`src/rtl/stump_control_ws.sv`:
```
// STUMP control unit with wait states: FETCH/EXECUTE/MEMORY one-hot FSM plus
// instruction decode. Accesses stretch by WAIT_CYCLES and, optionally, mem_ready.
module stump_control_ws #(
   parameter int WAIT_CYCLES = 0,
   parameter int WAIT_W      = 4,
   parameter bit USE_READY   = 1'b1
) (
   input  logic        clk,
   input  logic        rst,
   input  logic [3:0]  cc,
   input  logic [15:0] ir,
   input  logic        mem_ready,
   output logic        fetch,
   output logic        execute,
   output logic        memory,
   output logic        stall,
   output logic        ext_op,
   output logic        reg_write,
   output logic [2:0]  dest,
   output logic [2:0]  srcA,
   output logic [2:0]  srcB,
   output logic [1:0]  shift_op,
   output logic        opB_mux_sel,
   output logic [2:0]  alu_func,
   output logic        cc_en,
   output logic        mem_ren,
   output logic        mem_wen
);

   typedef enum logic [2:0] {
      S_FETCH   = 3'b001,
      S_EXECUTE = 3'b010,
      S_MEMORY  = 3'b100
   } state_t;

   localparam logic [WAIT_W-1:0] WAIT_MAX = WAIT_CYCLES[WAIT_W-1:0];

   state_t            r_state;
   state_t            w_state_next;
   logic [WAIT_W-1:0] r_wait_cnt;

   logic [2:0] w_op;
   logic       w_type;
   logic       w_sl;
   logic [2:0] w_rd;
   logic [2:0] w_ra;
   logic [2:0] w_rb;
   logic [1:0] w_sh;
   logic [3:0] w_cond;
   logic       w_is_ldst;
   logic       w_is_bcc;
   logic       w_is_alu;
   logic       w_access;
   logic       w_complete;
   logic       w_cond_true;
   logic       w_n, w_z, w_v, w_c;

   assign w_op      = ir[15:13];
   assign w_type    = ir[12];
   assign w_sl      = ir[11];
   assign w_rd      = ir[10:8];
   assign w_ra      = ir[7:5];
   assign w_rb      = ir[4:2];
   assign w_sh      = ir[1:0];
   assign w_cond    = ir[11:8];
   assign w_is_ldst = (w_op == 3'b110);
   assign w_is_bcc  = (w_op == 3'b111);
   assign w_is_alu  = !w_is_ldst && !w_is_bcc;
   assign {w_n, w_z, w_v, w_c} = cc;

   assign w_access   = (r_state == S_FETCH) || (r_state == S_MEMORY);
   assign w_complete = (r_wait_cnt == WAIT_MAX) && (mem_ready || !USE_READY);

   // Counter is cleared whenever the current access ends (or in EXECUTE),
   // so it always starts from zero on entry to FETCH/MEMORY.
   always_ff @(posedge clk) begin
      if (rst) begin
         r_state    <= S_FETCH;
         r_wait_cnt <= '0;
      end else begin
         r_state <= w_state_next;
         if (w_access && !w_complete) begin
            if (r_wait_cnt != WAIT_MAX)
               r_wait_cnt <= r_wait_cnt + 1'b1;
         end else begin
            r_wait_cnt <= '0;
         end
      end
   end

   always_comb begin
      w_state_next = r_state;
      case (r_state)
         S_FETCH:   if (w_complete) w_state_next = S_EXECUTE;
         S_EXECUTE: w_state_next = w_is_ldst ? S_MEMORY : S_FETCH;
         S_MEMORY:  if (w_complete) w_state_next = S_FETCH;
         default:   w_state_next = S_FETCH;
      endcase
   end

   always_comb begin
      w_cond_true = 1'b0;
      case (w_cond)
         4'h0: w_cond_true = 1'b1;
         4'h1: w_cond_true = 1'b0;
         4'h2: w_cond_true = !w_c && !w_z;
         4'h3: w_cond_true = w_c || w_z;
         4'h4: w_cond_true = !w_c;
         4'h5: w_cond_true = w_c;
         4'h6: w_cond_true = !w_z;
         4'h7: w_cond_true = w_z;
         4'h8: w_cond_true = !w_v;
         4'h9: w_cond_true = w_v;
         4'hA: w_cond_true = !w_n;
         4'hB: w_cond_true = w_n;
         4'hC: w_cond_true = (w_n == w_v);
         4'hD: w_cond_true = (w_n != w_v);
         4'hE: w_cond_true = !w_z && (w_n == w_v);
         4'hF: w_cond_true = w_z || (w_n != w_v);
         default: w_cond_true = 1'b0;
      endcase
   end

   assign {memory, execute, fetch} = r_state;

   always_comb begin
      stall       = 1'b0;
      ext_op      = 1'b0;
      reg_write   = 1'b0;
      dest        = 3'd0;
      srcA        = 3'd0;
      srcB        = 3'd0;
      shift_op    = 2'b00;
      opB_mux_sel = 1'b0;
      alu_func    = 3'b000;
      cc_en       = 1'b0;
      mem_ren     = 1'b0;
      mem_wen     = 1'b0;
      case (r_state)
         S_FETCH: begin
            mem_ren = 1'b1;
            stall   = !w_complete;
         end
         S_EXECUTE: begin
            alu_func    = w_is_alu ? w_op : 3'b000;
            opB_mux_sel = w_type || w_is_bcc;
            ext_op      = w_is_bcc;
            shift_op    = (!w_type && !w_is_bcc) ? w_sh : 2'b00;
            srcA        = w_is_bcc ? 3'd7 : w_ra;
            srcB        = w_rb;
            dest        = w_is_bcc ? 3'd7 : w_rd;
            cc_en       = w_is_alu && w_sl;
            reg_write   = w_is_alu || (w_is_bcc && w_cond_true);
         end
         S_MEMORY: begin
            // Load writeback only in the completing cycle: one write per instruction.
            stall     = !w_complete;
            mem_ren   = !w_sl;
            mem_wen   = w_sl;
            reg_write = !w_sl && w_complete;
            dest      = w_rd;
            srcA      = w_rd;
            srcB      = w_rd;
         end
         default: ;
      endcase
   end

endmodule

```
`config.mk`:
```
export PLATFORM = sky130hd
export DESIGN_NAME = stump_control_ws
export DESIGN_NICKNAME = d
export VERILOG_FILES = /design/src/rtl/stump_control_ws.sv
export SDC_FILE = /design/constraint.sdc
export NUM_CORES = 1
export LEC_CHECK = 0
export CAP_MARGIN = 10
export CORE_ASPECT_RATIO = 0.75
export CORE_MARGIN = 5
export CORE_UTILIZATION = 33
export CTS_CLUSTER_DIAMETER = 80
export DETAILED_ROUTE_END_ITERATION = 8
export PLACE_DENSITY = 0.74
export SYNTH_ARGS = -nofsm -noshare
export SYNTH_HDL_FRONTEND = slang
export SYNTH_SLANG_ARGS = --single-unit
```
`constraint.sdc`:
```
create_clock -name clk -period 1.49 [get_ports clk]
set_clock_uncertainty 0.15 [all_clocks]
set_input_delay 0.298 -clock clk [delete_from_list [all_inputs] [get_ports clk]]
set_output_delay 0.298 -clock clk [all_outputs]
set_load 0.02 [all_outputs]
```
==> flow_metrics.env, run 1 <==
export IMPL_status="finished, violations left"
export IMPL_violations="negative setup slack"
export IMPL_cts_root_buf="clkbuf_4"
export IMPL_ys_ff_latch=7
export IMPL_cp_cell_sequence="clkdlybuf4s50_1 > nand4bb_4 > o31a_1 > a21oi_2 > buf_4"
export IMPL_antenna_found_initial=0
export IMPL_yosysSeqAreaShare_pct=18.33
export IMPL_dieArea_mm2=0.003389
export IMPL_mostFrequentLayoutCell="buf_6"
export IMPL_maxCapViolations=0
export IMPL_power_frac_seq_pct=26.2
export IMPL_wirelength_mm=4.783
export IMPL_path_class="in -> out"
export IMPL_setup_viol=28
export IMPL_critPathLaunchType="input port"
export IMPL_ir_worst_vdd_mv=0.3845
export IMPL_crit_fanout=4
export IMPL_drc_errors=0
export IMPL_synth_area_um2=764.5
export IMPL_clock_sinks=7
export IMPL_p_sw_share_pct=35.68
export IMPL_dr_first_iter_drc_count=72
export IMPL_via_per_inst=5.894
export IMPL_grt_overflow=0
export IMPL_layout_common_cells="buf_6 (36), buf_4 (25), clkdlybuf4s50_1 (14)"
export IMPL_cts_buffers=3
export IMPL_fp_row_count=15
export IMPL_cp_num_buf_inv=2
export IMPL_p_switching_mw=0.2663
export IMPL_layout_cells_non_filler=216
export IMPL_synthArstFlopShare_pct=0
export IMPL_max_freq_ghz=0.4816
export IMPL_ant_nets=0
export IMPL_power_frac_comb_pct=49.0
export IMPL_hold_viol_final=0
export IMPL_slew_violations=0
export IMPL_clock_power_share_pct=24.7
export IMPL_clk_pin_slew_worst_paths_ns=0.06
export IMPL_initial_utilization_pct=33.94
export IMPL_clk_latency_ns=0.27
export IMPL_gp_congestion=0.7625
export IMPL_ioPinCount=47
export IMPL_layout_drive_gt1_share_pct=65.97
export IMPL_p_per_area_mw_per_mm2=376.9
export IMPL_synthCells=106
export IMPL_cp_data_required_time_ns=1.04
export IMPL_tightest_slew_ns=0.3780
export IMPL_hp_class="reg -> reg"
export IMPL_cpPeakStageDelay_ns=0.56
export IMPL_cts_tree="yes"
export IMPL_leakagePower_nw=0.8325
export IMPL_drt_wirelength_per_cell_um=22.14
export IMPL_place_detailed_hpwl_mm=2.533
export IMPL_avgSynthCellArea_um2=7.212
export IMPL_grt_pass1_wl_mm=6.237
export IMPL_num_vias=1273
export IMPL_die_h_um=51.69
export IMPL_slew_limit_headroom_pct=74.74
export IMPL_h_tree_depth=1
export IMPL_drt_pass1_iter_count=4
export IMPL_dp_cells=195
export IMPL_fin_util_pct=87.94
export IMPL_core_area_mm2=0.002252
export IMPL_timing_final_crit_share_pct=139.3
export IMPL_synth_edf_count=0
export IMPL_ys_flop_type="dfxtp_1"
export IMPL_period_needed_ns=2.076
export IMPL_grt_util_all_layers_pct=24.79
export IMPL_critical_path_top_delay_family="buffers and inverters"
export IMPL_rsz0062_at_grt="yes"
export IMPL_n_antenna_cell=0
export IMPL_cts_buffer_depth=2
export IMPL_syn2layout_area_growth_pct=159.1
export IMPL_total_power_mw=0.7464
export IMPL_synth_cell_types=38
export IMPL_worst_setup_path_end_kind="primary output"
export IMPL_syn_nets=131
export IMPL_yosysWarnings=0
export IMPL_grt_pass1_vias=1263
export IMPL_setup_ws_ns=-0.5862
export IMPL_die_w_um=65.58
export IMPL_nNetsFinal=217
export IMPL_dp_slack_ns=-1.167
export IMPL_cp_slowest_cell="clkdlybuf4s50_1"
export IMPL_portBuffers=46
export IMPL_whs_ns=0.4741
export IMPL_internal_power_mw=0.4801
export IMPL_grt_max_degree=11
export IMPL_cp_arrival_ns=1.63
==> worst paths after layout <==
path	endpoint	depth (start not counted)	slack [ns]	start
min reg2reg	r_wait_cnt[0]	3	0.47	r_wait_cnt[0]
max reg2reg	r_state[0]	9	-0.27	r_wait_cnt[0]
max	reg_write	5	-0.59	mem_ready
min	r_wait_cnt[0]	3	0.47	r_wait_cnt[0]
==> per-layer routing <==
| layer | track usage [%] | wire length [um] |
|---|---|---|
| met2 | 46.89 | 2406 |
| met1 | 25.72 | 1751 |
| met4 | 11.72 | 284 |
| met5 | 0 | 0 |
| met3 | 6.048 | 341 |
==> Yosys cell counts (2+ instances only) <==
master	instances	area, um^2
a21oi_1	14	70.07
ha_1	2	25.02
nand2_1	8	30.03
xnor2_1	2	17.52
nor2b_1	3	18.77
o21ai_0	7	35.03
buf_2	3	15.01
nand4b_1	2	17.52
nor2_1	10	37.54
dfxtp_1	7	140.1
mux2i_1	3	30.03
clkbuf_1	2	7.510
inv_1	4	15.01
nand2b_1	8	50.05
nor3b_1	4	30.03
and3_1	5	31.28
==> through the flow <==
step	instance area, um^2	setup TNS, ns
2_1_floorplan	919.6	-2.208
3_3_place_gp	1554	-18.95
3_5_place_dp	1554	-19.43
4_1_cts	1787	-8.560
5_1_grt	1981	-11.85
6_report	1981	-10.54
==> registers in the layout, summed over array words and instances (netlist names) <==
| signal | cells |
|---|---|
| r_wait_cnt | 4 |
| r_state | 3 |
==> what timing repair did <==
action / CTS / global route
setup buffers: 11 / 7
hold endpoints to repair: 0 / 0
endpoints found under the setup margin: 30 / 27
gates resized for setup: 192 / 34
hold buffers: 0 / 0
gates cloned: 2 / 0
pin swaps: 11 / 19
==> worst reg2reg max path, stage by stage (launching register included) <==
cell and delay [ns]:
dfxtp_2 0.35, inv_2 0.06, ha_4 0.17, buf_6 0.12, nor3b_4 0.16, buf_4 0.13, buf_6 0.12, a21oi_4 0.15
nand2b_1 0.08, a21o_1 0.16
==> cell type report <==
| cell class | instances | area, um^2 |
|---|---|---|
| clock buffers | 4 | 26.28 |
| fillers | 87 | 271.5 |
| inverters | 4 | 15.01 |
| multi-input cells | 89 | 914.6 |
| flip-flops and latches | 7 | 151.4 |
| well taps | 25 | 31.28 |
| repair buffers | 87 | 842.1 |
==> power by group through the flow <==
stage	clock [mW]	sequential (mW)	combinational, mW
2_1_floorplan	0	0.202	0.120
4_1_cts	0.183	0.195	0.318
5_1_grt	0.201	0.197	0.383
6_report	0.185	0.196	0.366
3_3_place_gp	0	0.199	0.261
3_5_place_dp	0	0.198	0.267
==> logic make-up after synthesis <==
logic type      share of synthesized area (%)
compound gates                          26.35
xor+xnor                                3.438
fa+ha+maj                               3.273
buf+inv                                 5.563
flops                                   18.33
mux                                     5.401
simple gates                            37.65
No activity file was read; power rests on OpenSTA's default activity.
==> inputs of run 2 (changes only) <==
--- a/config.mk
+++ b/config.mk
@@ -7,11 +7,11 @@
 export LEC_CHECK = 0
 export CAP_MARGIN = 10
 export CORE_ASPECT_RATIO = 0.75
-export CORE_MARGIN = 5
 export CORE_UTILIZATION = 33
 export CTS_CLUSTER_DIAMETER = 80
 export DETAILED_ROUTE_END_ITERATION = 8
 export PLACE_DENSITY = 0.74
+export RECOVER_POWER = 100
 export SYNTH_ARGS = -nofsm -noshare
 export SYNTH_HDL_FRONTEND = slang
 export SYNTH_SLANG_ARGS = --single-unit
==> flow_metrics.env, run 2 (synthesized netlist as in run 1, its figures left out) <==
export IMPL_grt_max_degree=19
export IMPL_top_regs="r_wait_cnt: 4 flops, r_state: 3 flops"
export IMPL_cts_buffer_depth=2
export IMPL_layout_common_cells="buf_4 (32), buf_6 (23), clkdlybuf4s50_1 (11)"
export IMPL_cp_arrival_ns=1.56
export IMPL_slew_limit_headroom_pct=81.39
export IMPL_gp_congestion=0.7779
export IMPL_setup_tns_final_ns=-8.622
export IMPL_setup_viol=28
export IMPL_leakagePower_nw=0.7999
export IMPL_ant_nets=0
export IMPL_die_w_um=57.58
export IMPL_top_register="r_wait_cnt"
export IMPL_ir_worst_vdd_mv=0.5274
export IMPL_core_area_mm2=0.002085
export IMPL_r2r_start="r_wait_cnt[1]"
export IMPL_worst_setup_path_end_kind="primary output"
export IMPL_num_vias=1132
export IMPL_antenna_found_initial=0
export IMPL_hold_path_depth=3
export IMPL_status="finished, violations left"
export IMPL_fp_row_count=14
export IMPL_clk_latency_ns=0.26
export IMPL_rsz0062_at_grt="yes"
export IMPL_syn2layout_area_growth_pct=137.6
export IMPL_crit_fanout=2
export IMPL_h_tree_depth=1
export IMPL_cts_root_buf="clkbuf_4"
export IMPL_cts_tree="yes"
export IMPL_fin_util_pct=87.15
export IMPL_grt_pass1_wl_mm=5.457
export IMPL_maxCapViolations=0
export IMPL_portBuffers=46
export IMPL_reg2reg_depth=7
export IMPL_hp_class="reg -> reg"
export IMPL_nNetsFinal=211
export IMPL_clock_sinks=7
export IMPL_via_per_inst=5.416
export IMPL_wirelength_mm=3.642
export IMPL_setup_ws_ns=-0.5145
export IMPL_max_freq_ghz=0.4989
export IMPL_grt_overflow=0
export IMPL_cts_buffers=3
export IMPL_violations="design-rule violations, negative setup slack"
export IMPL_ioPinCount=47
export IMPL_mostFrequentLayoutCell="buf_4"
export IMPL_dieArea_mm2=0.002515
export IMPL_timing_final_crit_share_pct=134.5
export IMPL_clk_pin_slew_worst_paths_ns=0.05
export IMPL_die_h_um=43.69
export IMPL_drt_pass1_iter_count=6
export IMPL_initial_utilization_pct=36.67
export IMPL_n_antenna_cell=0
export IMPL_largest_reg_flops=4
export IMPL_place_detailed_hpwl_mm=2.309
export IMPL_path_class="in -> out"
export IMPL_tightest_slew_ns=0.2789
export IMPL_hold_path_endpoint="r_wait_cnt[1]"
export IMPL_rrSetupSlack_ns=-0.24
export IMPL_drc_errors=3
export IMPL_critPathLaunchType="input port"
export IMPL_drt_wirelength_per_cell_um=17.43
export IMPL_grt_pass1_vias=1122
export IMPL_period_needed_ns=2.005
export IMPL_cp_data_required_time_ns=1.04
export IMPL_slew_violations=0
export IMPL_layout_drive_gt1_share_pct=61.08
export IMPL_dp_cells=193
export IMPL_min_from="r_wait_cnt[1]"
export IMPL_worstReg2RegEnd="r_wait_cnt[3]"
export IMPL_nFillCells=115
export IMPL_grt_util_all_layers_pct=29.22
export IMPL_whs_ns=0.5256
export IMPL_cts_hold_buf=0
export IMPL_p_per_area_mw_per_mm2=378.3
export IMPL_hold_viol_final=0
export IMPL_dr_first_iter_drc_count=27
export IMPL_layout_cells_non_filler=209
run 2: cell type report:
type / count / area [um^2] / area share (%)
tap: 24 / 30.03 / 1.653
multi-input combinational: 89 / 844.6 / 46.49
inverter: 4 / 15.01 / 0.8264
timing repair buffer: 81 / 749.5 / 41.25
sequential: 7 / 151.4 / 8.333
clock buffer: 4 / 26.28 / 1.446
run 2: timing repair:
item | 4_1_cts | 5_1_grt
gates resized for setup | 172 | 17
gates cloned | 2 | 0
buffers inserted | 10 | 1
setup endpoints to repair | 30 | 29
pin swaps | 10 | 16
run 2: stage by stage:
step	setup WS, ns	power (mW)	instance area, um^2
2_1_floorplan	-0.3531	0.3214	919.6
3_3_place_gp	-1.144	0.4572	1545
3_5_place_dp	-1.156	0.4641	1545
4_1_cts	-0.5250	0.6743	1758
5_1_grt	-0.5761	0.7202	1817
6_report	-0.5145	0.6872	1817
run 2: where the power goes:
group | internal [mW] | switching [mW] | leakage, nW
clock | 0.102 | 0.0712 | 0.0150
sequential | 0.190 | 0.00467 | 0.0591
combinational | 0.164 | 0.154 | 0.726
total | 0.457 | 0.230 | 0.800
run 2: how the worst max path moves through the flow:
stage             startpoint         to  slack [ns]  cells after the start
4_1_cts        r_wait_cnt[0]  reg_write       -0.52                      7
5_1_grt        r_wait_cnt[0]      stall       -0.58                      6
3_3_place_gp          ir[11]  reg_write       -1.14                      6
6_report               cc[2]  reg_write       -0.51                      6
2_1_floorplan     r_state[0]  reg_write       -0.35                      5
3_5_place_dp          ir[11]  reg_write       -1.16                      6
run 2: critical path: stages:
cell,delay [ns]
clkdlybuf4s50_1,0.50
inv_1,0.08
a31o_2,0.24
a211oi_2,0.20
a21oi_2,0.08
buf_4,0.16
run 2: per-layer routing:
metal | up-vias | wire length (um) | track usage (%) | share of wire [%]
li1 | 537 | - | - | -
met1 | 546 | 1612 | 37.68 | 44
met2 | 45 | 1810 | 51.63 | 50
met3 | 4 | 192 | 7.463 | 5.3
met4 | 0 | 27 | 1.951 | 0.74
met5 | - | 0 | 0 | 0
==> inputs of run 3 (changes only) <==
--- a/config.mk
+++ b/config.mk
@@ -7,6 +7,7 @@
 export LEC_CHECK = 0
 export CAP_MARGIN = 10
 export CORE_ASPECT_RATIO = 0.75
+export CORE_MARGIN = 8
 export CORE_UTILIZATION = 33
 export CTS_CLUSTER_DIAMETER = 80
 export DETAILED_ROUTE_END_ITERATION = 8
==> flow_metrics.env, run 3 (synthesized netlist as in run 1, its figures left out) <==
export IMPL_drt_wirelength_per_cell_um=26.20
export IMPL_top_regs="r_wait_cnt: 4 flops, r_state: 3 flops"
export IMPL_dieArea_mm2=0.004129
export IMPL_worstReg2RegEnd="r_wait_cnt[2]"
export IMPL_drc_errors=0
export IMPL_cp_arrival_ns=1.76
export IMPL_clock_power_share_pct=24.1
export IMPL_cts_root_buf="clkbuf_4"
export IMPL_slew_limit_headroom_pct=80.29
export IMPL_reg2reg_depth=7
export IMPL_grt_pass1_vias=1240
export IMPL_fp_row_count=15
export IMPL_place_area_mm2=0.001562
export IMPL_mostFrequentLayoutCell="buf_6"
export IMPL_rrSetupSlack_ns=-0.28
export IMPL_cts_tree="yes"
export IMPL_p_sw_share_pct=36.76
export IMPL_gp_congestion=0.7728
export IMPL_fin_util_pct=90.56
export IMPL_timing_final_crit_share_pct=148.4
export IMPL_h_tree_depth=1
export IMPL_internal_power_mw=0.4960
export IMPL_n_antenna_cell=0
export IMPL_dp_slack_ns=-1.154
export IMPL_min_from="r_state[0]"
export IMPL_grt_overflow=0
export IMPL_dr_first_iter_drc_count=72
export IMPL_cp_data_required_time_ns=1.04
export IMPL_ant_nets=0
export IMPL_antenna_found_initial=0
export IMPL_path_class="in -> out"
export IMPL_leakagePower_nw=0.8694
export IMPL_place_detailed_hpwl_mm=2.537
export IMPL_max_freq_ghz=0.4522
export IMPL_hold_path_endpoint="r_state[2]"
export IMPL_cts_hold_buf=0
export IMPL_setup_ws_ns=-0.7215
export IMPL_num_vias=1301
export IMPL_finalInstanceArea_mm2=0.002039
export IMPL_period_needed_ns=2.212
export IMPL_layout_drive_gt1_share_pct=65.79
export IMPL_hp_class="reg -> reg"
export IMPL_rsz0062_at_grt="yes"
export IMPL_whs_ns=0.4569
export IMPL_p_per_area_mw_per_mm2=384.6
export IMPL_critPathLaunchType="input port"
export IMPL_hold_viol_final=0
export IMPL_slew_violations=0
export IMPL_maxCapViolations=0
export IMPL_ioPinCount=47
export IMPL_clk_pin_slew_worst_paths_ns=0.06
export IMPL_top_register="r_wait_cnt"
export IMPL_portBuffers=46
export IMPL_layout_cells_non_filler=215
export IMPL_die_h_um=57.69
export IMPL_layout_common_cells="buf_6 (31), buf_4 (26), clkdlybuf4s50_1 (12)"
export IMPL_power_frac_seq_pct=24.9
export IMPL_grt_pass1_wl_mm=6.872
export IMPL_violations="negative setup slack"
export IMPL_crit_fanout=2
export IMPL_die_w_um=71.58
export IMPL_ir_worst_vdd_mv=0.3567
export IMPL_clock_sinks=7
export IMPL_worst_setup_path_end_kind="primary output"
export IMPL_cts_buffer_depth=2
export IMPL_setup_viol=28
export IMPL_total_power_mw=0.7844
export IMPL_setup_tns_final_ns=-10.44
export IMPL_nNetsFinal=216
export IMPL_hold_path_depth=2
export IMPL_r2r_start="r_wait_cnt[0]"
export IMPL_wirelength_mm=5.633
export IMPL_cts_buffers=3
export IMPL_syn2layout_area_growth_pct=166.8
export IMPL_drt_pass1_iter_count=4
export IMPL_dp_cells=196
export IMPL_core_area_mm2=0.002252
export IMPL_largest_reg_flops=4
export IMPL_p_switching_mw=0.2884
export IMPL_tightest_slew_ns=0.2925
export IMPL_via_per_inst=6.051
export IMPL_status="finished, violations left"
export IMPL_grt_util_all_layers_pct=20.98
export IMPL_initial_utilization_pct=33.94
export IMPL_power_frac_comb_pct=51.0
export IMPL_grt_max_degree=11
export IMPL_clk_latency_ns=0.26
-- run 3: cell types whose count changed in the layout (fill, tap and decap cells not counted), sizes merged --
cell and delta:
clkdlybuf4s15 +3, clkbuf +2, dlygate4sd2 -4, buf +3, clkdlybuf4s50 +1
-- run 3: critical path: stages --
cell,delay [ns]
clkdlybuf4s50_1,0.45
xnor2_1,0.30
a21oi_1,0.12
nand4b_1,0.22
a21oi_2,0.21
buf_4,0.17
-- run 3: area by class of cell --
class | instances | area [um^2]
clock buffer | 4 | 26.28
sequential | 7 | 151.4
fill | 86 | 212.7
inverter | 4 | 15.01
timing repair buffer | 86 | 869.6
multi-input combinational | 89 | 945.9
tap | 25 | 31.28
-- run 3: repair_timing --
item                                   in CTS  in global routing
pin swaps                                  19                 21
cloned                                      2                  1
endpoints found under the hold margin       0                  0
setup endpoints to repair                  30                 28
gates resized for setup                   189                 34
setup buffers                              11                  3
-- run 3: power by group through the flow --
stage          sequential (mW)  combinational [mW]  clock (mW)
6_report                 0.196               0.400       0.189
5_1_grt                  0.196               0.413       0.194
4_1_cts                  0.195               0.325       0.183
3_5_place_dp             0.199               0.269           0
3_3_place_gp             0.198               0.264           0
2_1_floorplan            0.202               0.120           0
-- run 3: per-layer routing --
layer  global-route usage, %  part of all wire (%)  vias up
li1                        -                     -      552
met1                   24.26                    40      663
met5                       0                     0        -
met2                   38.51                    50       67
met3                   4.647                   6.7       19
met4                   4.348                   3.9        0
-- run 3: how the worst max path moves through the flow --
stage	slack [ns]	startpoint	endpoint
5_1_grt	-0.74	cc[1]	reg_write
4_1_cts	-0.61	r_state[0]	reg_write
6_report	-0.72	cc[1]	reg_write
3_3_place_gp	-1.13	ir[11]	reg_write
3_5_place_dp	-1.15	ir[11]	reg_write
2_1_floorplan	-0.35	r_state[0]	reg_write
